===== src/rtl/rd_req_credit_scheduler.sv =====
// rd_req_credit_scheduler
//   Round-robin arbiter for N memory-read requesters that share one completion
//   credit tracker. It picks a winner, holds it until the CH/CD credits and the
//   TX path are available, issues a single one-hot submit, and then waits two
//   gap cycles so the tracker can absorb the update before the next pick.
//
// Ports
//   i_Clk, i_Rst          clock, synchronous active-high reset
//   i_Enable              allow a new arbitration to start
//   iv_ReqValid[N]        per-requester pending read, held until granted
//   iv_ReqCH[N][8]        CH credits each requester needs
//   iv_ReqCD[N][12]       CD credits each requester needs
//   i8_AvailCredCH        CH credits currently available
//   i12_AvailCredCD       CD credits currently available
//   i_TxReady             TLP transmit path can take a read request
//   ov_ReqGrant[N]        one-cycle one-hot grant
//   ov_MemRdReqSubmit[N]  one-cycle one-hot submit, same as grant
//   ov_MemRdReqCH/CD      winner's latched credits in its slot during submit
//   o_CredStall           winner is waiting on credits
module rd_req_credit_scheduler #(
  parameter int pREQUESTOR_NUM = 4
) (
  input  logic                                i_Clk,
  input  logic                                i_Rst,
  input  logic                                i_Enable,
  input  logic [pREQUESTOR_NUM-1:0]           iv_ReqValid,
  input  logic [pREQUESTOR_NUM-1:0][7:0]      iv_ReqCH,
  input  logic [pREQUESTOR_NUM-1:0][11:0]     iv_ReqCD,
  input  logic [7:0]                          i8_AvailCredCH,
  input  logic [11:0]                         i12_AvailCredCD,
  input  logic                                i_TxReady,
  output logic [pREQUESTOR_NUM-1:0]           ov_ReqGrant,
  output logic [pREQUESTOR_NUM-1:0]           ov_MemRdReqSubmit,
  output logic [pREQUESTOR_NUM-1:0][7:0]      ov_MemRdReqCH,
  output logic [pREQUESTOR_NUM-1:0][11:0]     ov_MemRdReqCD,
  output logic                                o_CredStall
);

  localparam int N  = pREQUESTOR_NUM;
  localparam int IW = (N > 1) ? $clog2(N) : 1;

  typedef enum logic [2:0] {IDLE, CHECK, ISSUE, GAP1, GAP2} state_t;

  state_t        rState, nState;
  logic [IW-1:0] rPtr, rWin, selIdx;
  logic [7:0]    rCH;
  logic [11:0]   rCD;
  logic          rStall;
  logic          credOk, winValid, startSel;
  logic [N-1:0]  grantVec;
  int            idxInt;

  assign winValid = iv_ReqValid[rWin];
  assign credOk   = (rCH <= i8_AvailCredCH) && (rCD <= i12_AvailCredCD);
  assign startSel = i_Enable && (|iv_ReqValid);

  // First valid index at or above rPtr, wrapping at N. Walking the offsets
  // from the far end down lets the smallest offset win by overwriting.
  always_comb begin
    selIdx = '0;
    idxInt = 0;
    for (int k = N - 1; k >= 0; k--) begin
      idxInt = int'(rPtr) + k;
      if (idxInt >= N) idxInt = idxInt - N;
      if (iv_ReqValid[IW'(idxInt)]) selIdx = IW'(idxInt);
    end
  end

  always_ff @(posedge i_Clk) begin
    if (i_Rst) rState <= IDLE;
    else       rState <= nState;
  end

  always_comb begin
    nState = rState;
    case (rState)
      IDLE:  if (startSel) nState = CHECK;
      // Winner is held here until it passes; nobody else may bypass it.
      CHECK: begin
        if (!winValid || !i_Enable)      nState = IDLE;
        else if (credOk && i_TxReady)    nState = ISSUE;
      end
      ISSUE: nState = GAP1;
      GAP1:  nState = GAP2;
      GAP2:  nState = IDLE;
      default: nState = IDLE;
    endcase
  end

  always_ff @(posedge i_Clk) begin
    if (i_Rst) begin
      rPtr   <= '0;
      rWin   <= '0;
      rCH    <= '0;
      rCD    <= '0;
      rStall <= 1'b0;
    end else begin
      // Registered so it tracks the cycles spent waiting; a TxReady-only
      // hold does not count as a credit stall.
      rStall <= (rState == CHECK) && winValid && i_Enable && !credOk;
      if (rState == IDLE && startSel) begin
        rWin <= selIdx;
        rCH  <= iv_ReqCH[selIdx];
        rCD  <= iv_ReqCD[selIdx];
      end
      // Pointer only moves on a real issue; an aborted winner keeps its turn.
      if (rState == ISSUE)
        rPtr <= (rWin == IW'(N - 1)) ? '0 : rWin + IW'(1);
    end
  end

  for (genvar g = 0; g < N; g++) begin : gSlot
    assign grantVec[g]          = (rState == ISSUE) && (rWin == IW'(g));
    assign ov_ReqGrant[g]       = grantVec[g];
    assign ov_MemRdReqSubmit[g] = grantVec[g];
    assign ov_MemRdReqCH[g]     = grantVec[g] ? rCH : '0;
    assign ov_MemRdReqCD[g]     = grantVec[g] ? rCD : '0;
  end

  assign o_CredStall = rStall;

endmodule


===== config.mk =====
export PLATFORM = sky130hd
export DESIGN_NAME = rd_req_credit_scheduler
export DESIGN_NICKNAME = d
export VERILOG_FILES = /design/src/rtl/rd_req_credit_scheduler.sv
export SDC_FILE = /design/constraint.sdc
export NUM_CORES = 1
export LEC_CHECK = 0
export ABC_AREA = 1
export CELL_PAD_IN_SITES_DETAIL_PLACEMENT = 1
export CELL_PAD_IN_SITES_GLOBAL_PLACEMENT = 1
export CORE_ASPECT_RATIO = 0.6
export CORE_MARGIN = 5
export CORE_UTILIZATION = 24
export CTS_CLUSTER_SIZE = 30
export DETAILED_ROUTE_END_ITERATION = 6
export PLACE_DENSITY = 0.8
export SETUP_SLACK_MARGIN = 0.5
export SKIP_LAST_GASP = 1
export SLEW_MARGIN = 20
export SYNTH_ARGS = -nofsm -noshare
export SYNTH_HDL_FRONTEND = slang
export SYNTH_SLANG_ARGS = --single-unit

===== constraint.sdc =====
create_clock -name i_Clk -period 2.2 [get_ports i_Clk]
set_input_delay 0.44 -clock i_Clk [delete_from_list [all_inputs] [get_ports i_Clk]]
set_output_delay 0.44 -clock i_Clk [all_outputs]
set_load 0.02 [all_outputs]

==> metrics.cfg, run 1 <==
[status]
status=completed

[placement]
dpl.hpwl_mm=13.81
gp_congestion=0.8527
dp_cells=953
dpl_cell_area_um2=5707
port_buffers=196

[floorplanning]
ios=197
dieArea_um2=16090
die_w_um=160.5
core_um2=13460
die_h_um=100.3
row_count=33
initial_core_util_pct=24.22

[logic_synthesis]
ys_types=34
synth_commonest_cells=139 x inv_1, 92 x nor2_1, 89 x nand2_1
async_flop_share_pct=0
synth_area_um2=3261
synth_edf_count=0
syn_inst=579
yosys_most_used_dff=dfxtp_1
synth_top_area_cell=dfxtp_1
synth-seq-cells=28
ys_seq_area_share_pct=17.19
synth.avg_cell_area_um2=5.631
synth_most_common_cell=inv_1
synth_top_cell_area_share_pct=17.19
synth_nets=711
synth_area_leaders=dfxtp_1 17%, inv_1 16%, nand3_1 13%, nor2_1 11%, nand2_1 10%
synth_warnings=0

[timing]
hold_violations=0
final.setup.tns_ns=0
relSlewSlack_pct=69.67
fin_crit_sh_pct=94.63
finClkSkew_ns=0.005602
finalSetupViolCount=0
finalCriticalPeriod_ns=2.082
rsz0062_at_grt=true
whs_ns=0.5482
fmaxAchievable_ghz=0.4803
slew_violations=0
tightest_slew_ns=0.4545

[cells_and_area]
final_cells=995
nNetsFinal=953
antenna_cells=0
syn_to_final_growth_pct=138.9
fillers=1524
layout-drive-gt1-share_pct=50.00
fin_area_um2=7791

[critical_path]
critPathKind=reg2out
crit_path_frequent_cell=nor2_4
path_max_fanout=7
worst_r2r_path_depth=13
arrival_ns=1.64
critical_path.cell_chain=nor2_4 -> inv_2 -> nor2_4 -> buf_6 -> nand2_4 -> buf_12 -> nor2_1 -> buf_4
cp-end-kind=output pin
start_kind=flop
max_stage_delay_ns=0.36
worstPathRequired_ns=1.76
slowest_stage=dfxtp_2

[grt]
grt_start_max_net_pins=29
grt_pass1_vias=4983
antenna_found_initial=0
grtUsageTotal_pct=20.56
grt_first_pass_wirelength_mm=26.39
grt.overflow.total=0

[power_and_ir_drop]
powerDensity_nw_per_um2=545.7
p_total_w=0.004251
p_leak_nw=3.600
ir_worst_vdd_mv=0.5330

[clocking]
cts.root.buffer_cell=clkbuf_16
tritoncts=done
cts_buffer_depth=2
hold_buffers=0
path_clk_slew_ns=0.08
clock_sinks=28
worst_skew_pair.late_latency_ns=0.27
cts_buffers=3
htree_levels=1

[job]
drv_cap=0

[routing]
wirelength_mm=22.74
drc=0
ant_nets=0
via_per_inst=4.979
first_pass_iters=5
wl_per_cell_um=22.85
via_count=4954
initialDrtViolationCount=268

[worst_hold_path]
whs_path_depth=2
min_path_type=reg2reg

-- through the flow --
step | utilization (%) | worst slack [ns]
finish | 57.88 | 0.1181
global route | 57.88 | 0.06158
CTS | 43.89 | 0.1859
detailed placement | 42.40 | -0.2040
global placement | 42.40 | -0.08017
floorplan | - | 0.4126
-- cell families (layout without fill, tap and decap cells) --
kind of cell    after synthesis  count (layout)  synth area share [%]
buf+inv                     174             415                 23.45
simple gates                291             291                 39.49
flops                        28              28                 17.19
xor+xnor                      1               1                0.2687
compound gates               61              61                 10.40
fa+ha+maj                    24              24                 9.210
-- critical path, delay by kind of cell (launching register included) --
family / cells / cell delay [ns]
simple gates: 4 / 0.45
buf+inv: 4 / 0.57
flops: 1 / 0.36
-- timing repair --
item,in CTS,in global routing
pin swaps,19,59
gates resized for setup,481,398
gates cloned,2,12
setup buffers,13,11
endpoints found under the setup margin,113,114
-- final timing paths --
path             start                end  slack [ns]
max reg2reg    rPtr[0]             rCD[2]        0.16
min reg2reg  rState[0]          rState[2]        0.55
max          rState[0]  ov_MemRdReqCD[24]        0.12
min          rState[0]          rState[2]        0.55
-- state kept, by name, indices dropped and copies added, names as in the netlist --
| name | cells |
|---|---|
| o_CredStall | 1 |
| rCD | 12 |
| rCH | 8 |
| rPtr | 2 |
| rState | 3 |
| rWin | 2 |
-- where the power goes --
group          switching [W]  internal [W]
registers           0.000117      0.000592
clock network       0.000204      0.000363
logic                0.00165       0.00132
-- layout by cell type, fill, tap and decap left out, types with 2 or more instances in the layout --
cell type	instances
inv_1	116
clkdlybuf4s50_1	89
buf_6	76
nand2_1	72
nor2_4	71
buf_4	48
nand3_2	45
nand3_1	35
a21oi_1	22
inv_2	19
nand2_2	19
dfxtp_1	19
ha_4	17
nor2_1	16
buf_12	16
clkbuf_16	12
a21oi_2	11
dlymetal6s2s_1	11
o21ai_2	9
nand2_4	8
buf_8	8
ha_1	7
nor2_2	6
nand3_4	6
dfxtp_2	6
o21ai_0	5
inv_4	4
nand4_1	4
dlygate4sd2_1	4
nand2_8	3
o21ai_4	3
a21oi_4	3
dfxtp_4	3
clkinvlp_4	2
clkinv_8	2
a211oi_2	2
buf_16	2
clkdlybuf4s15_1	2
clkbuf_2	2
-- area by class of cell --
type | instances | area, um2 | area share [%]
Clock buffer | 3 | 75.07 | 0.9635
Clock inverter | 1 | 30.03 | 0.3854
Inverter | 144 | 588.1 | 7.548
Multi-Input combinational cell | 377 | 3269 | 41.96
Sequential cell | 28 | 579.3 | 7.435
Tap cell | 175 | 219.0 | 2.810
Timing Repair Buffer | 267 | 3030 | 38.90
-- metal layers --
layer / share of wire (%) / routed length (um) / track usage (%)
met1: 42 / 9546 / 26.15
met5: 0 / 0 / 0
met4: 2.3 / 519 / 5.816
met2: 49 / 11250 / 34.52
met3: 6.2 / 1421 / 5.540
(Power assumes the default switching activity.)
==> inputs of run 2 (changes only) <==
CORE_ASPECT_RATIO = not set   (was 0.6)
RECOVER_POWER = 50   (was not set)
==> run 2 against run 1 <==
  * Hold slack improved by 0.025 ns
  * Routed wire length decreased by 10%
  * Setup slack got worse by 0.0020 ns
  * Register-to-register slack got worse by 0.04 ns
  * Maximum frequency about the same
  * Global-route usage decreased by 1.3 points
  * Critical path type unchanged
==> metrics.cfg, run 2 (synthesized netlist as in run 1, its figures left out) <==
[power_and_ir_drop]
p_total_w=0.004213  ; was 0.004251 W
combPwrFrac_pct=70.6  ; was 70.0%
pwr-share-seq_pct=16.1  ; was 16.7%
internal_power_w=0.002322  ; was 0.002278 W
ir_worst_vdd_mv=0.3340  ; was 0.5330 mV
powerDensity_nw_per_um2=558.0  ; was 545.7 nW/um2
p_leak_nw=3.665  ; was 3.600 nW
power.share.clock_pct=13.3  ; about the same
p_switching_w=0.001891  ; was 0.001973 W
swShare_pct=44.89  ; was 46.41%

[clocking]
htree_levels=1  ; unchanged
hold_buffers=0  ; unchanged
cts.root.buffer_cell=clkbuf_16  ; unchanged
path_clk_slew_ns=0.08  ; about the same
cts_buffer_depth=2  ; unchanged
cts_buffers=3  ; unchanged
tritoncts=done  ; unchanged
clock_sinks=28  ; unchanged
worst_skew_pair.late_latency_ns=0.27  ; about the same

[critical_path]
path_max_fanout=5  ; was 7
critPathKind=reg2out  ; unchanged
max_stage_delay_ns=0.34  ; was 0.36 ns
worstPathRequired_ns=1.76  ; about the same
slowest_stage=dfxtp_2  ; unchanged
critical_path.cell_chain=nor2_4 -> inv_2 -> nor2_4 -> buf_6 -> nand2_4 -> buf_6 -> nor2_1 -> buf_4  ; was nor2_4 -> inv_2 -> nor2_4 -> buf_6 -> nand2_4 -> buf_12 -> nor2_1 -> buf_4
regToRegStartpoint=rPtr[0]  ; unchanged
arrival_ns=1.64  ; about the same
critPathBufInv=4  ; unchanged
start_kind=flop  ; unchanged
cp-end-kind=output pin  ; unchanged
cp_top_family=buffers and inverters  ; unchanged
startpoint=rState[0]  ; unchanged

[timing]
fin_crit_sh_pct=94.72  ; was 94.63%
relSlewSlack_pct=64.84  ; was 69.67%
tightest_slew_ns=0.5275  ; was 0.4545 ns
whs_ns=0.5729  ; was 0.5482 ns
fmaxAchievable_ghz=0.4799  ; was 0.4803 GHz
rsz0062_at_grt=true  ; unchanged
slew_violations=0  ; unchanged
finalSetupViolCount=0  ; unchanged
finClkSkew_ns=0.006768  ; was 0.005602 ns
finalCriticalPeriod_ns=2.084  ; was 2.082 ns
hold_violations=0  ; unchanged
final.setup.tns_ns=0  ; unchanged

[routing]
ant_nets=0  ; unchanged
first_pass_iters=6  ; was 5
initialDrtViolationCount=155  ; was 268
wirelength_mm=20.46  ; was 22.74 mm
drc=0  ; unchanged
via_per_inst=4.855  ; was 4.979
via_count=4850  ; was 4954
wl_per_cell_um=20.48  ; was 22.85 um

[cells_and_area]
final_common_cell=inv_1  ; unchanged
syn_to_final_growth_pct=131.6  ; was 138.9%
fillers=1574  ; was 1524
ff_latch_area_um2=575.6  ; was 579.3 um2
multi_input_area_um2=3109  ; was 3269 um2
antenna_cells=0  ; unchanged
layout-drive-gt1-share_pct=48.24  ; was 50.00%
most-common-layout-cells=119 x inv_1, 91 x clkdlybuf4s50_1, 71 x buf_4  ; was 116 x inv_1, 89 x clkdlybuf4s50_1, 76 x buf_6
nNetsFinal=956  ; was 953
reg_top3=rCD: 12 flops, rCH: 8 flops, rState: 3 flops  ; unchanged
largest_register=rCD  ; unchanged
largest_reg_flops=12  ; unchanged

[floorplanning]
die_w_um=126.6  ; was 160.5 um
initial_core_util_pct=24.52  ; was 24.22%
core_um2=13300  ; was 13460 um2
dieArea_um2=16020  ; was 16090 um2
die_h_um=126.6  ; was 100.3 um
ios=197  ; unchanged
row_count=42  ; was 33

[grt]
grt_pass1_vias=4812  ; was 4983
grt_first_pass_wirelength_mm=25.14  ; was 26.39 mm
grt.overflow.total=0  ; unchanged
antenna_found_initial=0  ; unchanged
grt_start_max_net_pins=29  ; unchanged
grtUsageTotal_pct=19.31  ; was 20.56%

[placement]
gp_congestion=0.8130  ; was 0.8527
port_buffers=196  ; unchanged
dpl.hpwl_mm=13.09  ; was 13.81 mm

[worst_hold_path]
min_path_type=reg2reg  ; unchanged
min_from=rState[2]  ; was rState[0]

[job]
drv_cap=0  ; unchanged

[status]
status=completed  ; unchanged

==> run 2: worst reg2reg max path: cells and delay by family, from the launching register on <==
family                 cells  cell delay [ns]
AOI/OAI and AO/OA          5             1.03
and+or+nand+nor            2             0.18
buffers and inverters      2             0.37
DFF                        1             0.39
==> run 2: layout make-up <==
cell class                 count  share of cell area (%)
tap                          176                   2.916
inverter                     144                   7.473
sequential                    28                   7.622
clock inverter                 1                  0.3977
multi-input combinational    377                   41.18
timing repair buffer         270                   39.42
clock buffer                   3                  0.9942
==> run 2: path summary, 6_finish.rpt <==
kind	to	cells past startpoint	slack [ns]
max	ov_MemRdReqCD[23]	8	0.12
min reg2reg	rState[2]	2	0.57
max reg2reg	rCD[6]	9	0.12
min	rState[2]	2	0.57
==> run 2: metrics by stage <==
| step | setup WS, ns | instances | area, um2 | utilization [%] |
|---|---|---|---|---|
| finish | 0.1161 | 999 | 7551 | 56.79 |
| global route | -0.005029 | 999 | 7551 | 56.79 |
| CTS | 0.1858 | 974 | 6136 | 46.15 |
| detailed placement | -0.2921 | 957 | 5756 | 43.29 |
| global placement | -0.1853 | 957 | 5756 | 43.29 |
| floorplan | 0.4126 | 579 | 3471 | - |
==> run 2: what timing repair did <==
item / 4_1_cts / 5_1_grt
gates cloned: 7 / 11
endpoints found under the setup margin: 113 / 112
pin swaps: 9 / 66
gates resized for setup: 533 / 262
setup buffers: 6 / 14
==> run 2: routing by layer <==
metal  global-route usage (%)  wire, um
met1                    22.73      7761
met2                    36.74     11110
met3                    2.606      1015
met4                    4.479       571
met5                        0         0
==> run 2: power by group through the flow <==
stage | clock, W | sequential, W | combinational, W
after floorplan | 0 | 0.000637 | 0.00106
after CTS | 0.000560 | 0.000658 | 0.00194
after detailed placement | 0 | 0.000667 | 0.00166
after global routing | 0.000583 | 0.000686 | 0.00313
final | 0.000559 | 0.000678 | 0.00298
after global placement | 0 | 0.000663 | 0.00158
==> inputs of run 3 (changes only) <==
SETUP_SLACK_MARGIN = 0.05   (was 0.5)
==> run 3 against run 2 <==
  * Final cell count decreased by 3.4%
  * Via count decreased by 11%
  * Setup slack about the same
  * Sequential share of layout area increased by 2.8 points
  * Die area unchanged
  * Critical path depth unchanged
  * Clock skew decreased by 0.0033 ns
==> metrics.cfg, run 3 (synthesized netlist as in run 1, its figures left out) <==
[status]
status=completed  ; unchanged

[routing]
via_per_inst=4.459  ; was 4.855
first_pass_iters=4  ; was 6
wirelength_mm=15.48  ; was 20.46 mm
ant_nets=0  ; unchanged
initialDrtViolationCount=108  ; was 155
via_count=4303  ; was 4850
drc=0  ; unchanged
wl_per_cell_um=16.04  ; was 20.48 um

[cells_and_area]
final_common_cell=inv_1  ; unchanged
largest_reg_flops=12  ; unchanged
syn_to_final_growth_pct=65.92  ; was 131.6%
largest_register=rCD  ; unchanged
multi_input_area_um2=1991  ; was 3109 um2
most-common-layout-cells=136 x inv_1, 102 x clkdlybuf4s50_1, 88 x nor2_1  ; was 119 x inv_1, 91 x clkdlybuf4s50_1, 71 x buf_4
fillers=1799  ; was 1574
ff_latch_area_um2=563.0  ; was 575.6 um2
reg_top3=rCD: 12 flops, rCH: 8 flops, rState: 3 flops  ; unchanged
nNetsFinal=922  ; was 956
final_cells=965  ; was 999
layout-drive-gt1-share_pct=18.63  ; was 48.24%
antenna_cells=0  ; unchanged

[grt]
grt.overflow.total=0  ; unchanged
grt_pass1_vias=4726  ; was 4812
antenna_found_initial=0  ; unchanged
grt_start_max_net_pins=29  ; unchanged
grtUsageTotal_pct=18.18  ; was 19.31%
grt_first_pass_wirelength_mm=24.03  ; was 25.14 mm

[clocking]
worst_skew_pair.late_latency_ns=0.26  ; was 0.27 ns
path_clk_slew_ns=0.07  ; was 0.08 ns
cts_buffers=3  ; unchanged
cts.root.buffer_cell=clkbuf_16  ; unchanged
cts_buffer_depth=2  ; unchanged
tritoncts=done  ; unchanged
clock_sinks=28  ; unchanged
htree_levels=1  ; unchanged

[floorplanning]
die_w_um=126.6  ; unchanged
dieArea_um2=16020  ; unchanged
ios=197  ; unchanged
core_um2=13300  ; unchanged
initial_core_util_pct=24.52  ; unchanged
row_count=42  ; unchanged
die_h_um=126.6  ; unchanged

[power_and_ir_drop]
p_total_w=0.002972  ; was 0.004213 W
powerDensity_nw_per_um2=549.3  ; was 558.0 nW/um2
p_leak_nw=2.935  ; was 3.665 nW
ir_worst_vdd_mv=0.3905  ; was 0.3340 mV

[worst_hold_path]
min_path_type=reg2reg  ; unchanged

[timing]
finClkSkew_ns=0.003432  ; was 0.006768 ns
hold_violations=0  ; unchanged
finalSetupViolCount=0  ; unchanged
slew_violations=0  ; unchanged
relSlewSlack_pct=79.50  ; was 64.84%
whs_ns=0.5736  ; was 0.5729 ns
rsz0062_at_grt=true  ; unchanged
fmaxAchievable_ghz=0.4799  ; about the same
tightest_slew_ns=0.3072  ; was 0.5275 ns
finalCriticalPeriod_ns=2.084  ; about the same
final.setup.tns_ns=0  ; unchanged
fin_crit_sh_pct=94.71  ; was 94.72%

[critical_path]
cp-end-kind=output pin  ; unchanged
critical_path.cell_chain=nor2_2 -> inv_1 -> nor2_2 -> buf_4 -> nand2_1 -> buf_12 -> nor2_1 -> clkbuf_1  ; was nor2_4 -> inv_2 -> nor2_4 -> buf_6 -> nand2_4 -> buf_6 -> nor2_1 -> buf_4
critPathKind=reg2out  ; unchanged
start_kind=flop  ; unchanged
max_stage_delay_ns=0.33  ; was 0.34 ns
slowest_stage=dfxtp_1  ; was dfxtp_2
worstPathRequired_ns=1.76  ; about the same
crit_path_frequent_cell=nor2_2
critPathBufInv=4  ; unchanged
cp_top_family=buffers and inverters  ; unchanged
arrival_ns=1.64  ; about the same
path_max_fanout=21  ; was 5

[placement]
port_buffers=196  ; unchanged
dp_cells=956  ; was 957
gp_congestion=0.8150  ; was 0.8130
dpl.hpwl_mm=12.75  ; was 13.09 mm

[job]
drv_cap=0  ; unchanged

==> run 3: worst paths after layout <==
kind / startpoint / to / slack [ns] / cells past startpoint
worst min register to register: rState[2] / rState[2] / 0.57 / 2
worst min-delay path: rState[2] / rState[2] / 0.57 / 2
worst max-delay path: rState[0] / ov_MemRdReqCH[11] / 0.12 / 8
worst max register to register: rPtr[0] / rCH[4] / 0.19 / 14
==> run 3: final cells by class <==
cell class                      instances  share of cell area (%)
Multi-Input combinational cell        377                   36.79
Timing Repair Buffer                  236                   36.75
Sequential cell                        28                   10.41
Inverter                              144                   10.04
Tap cell                              176                   4.070
Clock buffer                            3                   1.388
Clock inverter                          1                  0.5550
==> run 3: power by group <==
part	total, W	switching (W)	internal, W
combinational	0.00177	0.000985	0.000782
sequential	0.000656	0.0000684	0.000587
clock	0.000550	0.000187	0.000363
==> run 3: layer usage <==
layer	global-route usage [%]	vias up	wire length [um]	share of wire [%]
met5	0	-	0	0
met4	3.596	0	197	1.3
met3	2.732	10	850	5.5
met2	33.56	133	7754	50
met1	22.34	1980	6674	43
li1	-	2180	-	-
==> run 3: stage by stage <==
step | setup slack [ns] | cell area, um2 | utilization [%]
floorplan | 0.1321 | 3263 | -
global placement | -0.2062 | 5574 | 41.93
detailed placement | -0.2893 | 5574 | 41.93
CTS | -0.07339 | 5415 | 40.73
global route | -0.004779 | 5410 | 40.69
finish | 0.1163 | 5410 | 40.69
==> run 3: worst register-to-register path, cell delays in order (launching register included) <==
cell and delay, ns:
dfxtp_2 0.45, inv_2 0.14, nand2_2 0.11, nand3_1 0.10, nand2_1 0.10, nand3_2 0.11, nand2_2 0.11, nand2_4 0.08
nand2_8 0.14, clkbuf_16 0.17, nand2_1 0.06, nand3_1 0.07, nand3_1 0.16, nand2_1 0.10, inv_1 0.04
==> run 3: what timing repair did <==
item / 4_1_cts / 5_1_grt
pin swaps: 0 / 5
setup buffers: 0 / 2
endpoints found under the setup margin: 94 / 103
resized for setup: 325 / 59
hold buffers: 0 / 0
gates cloned: 1 / 2
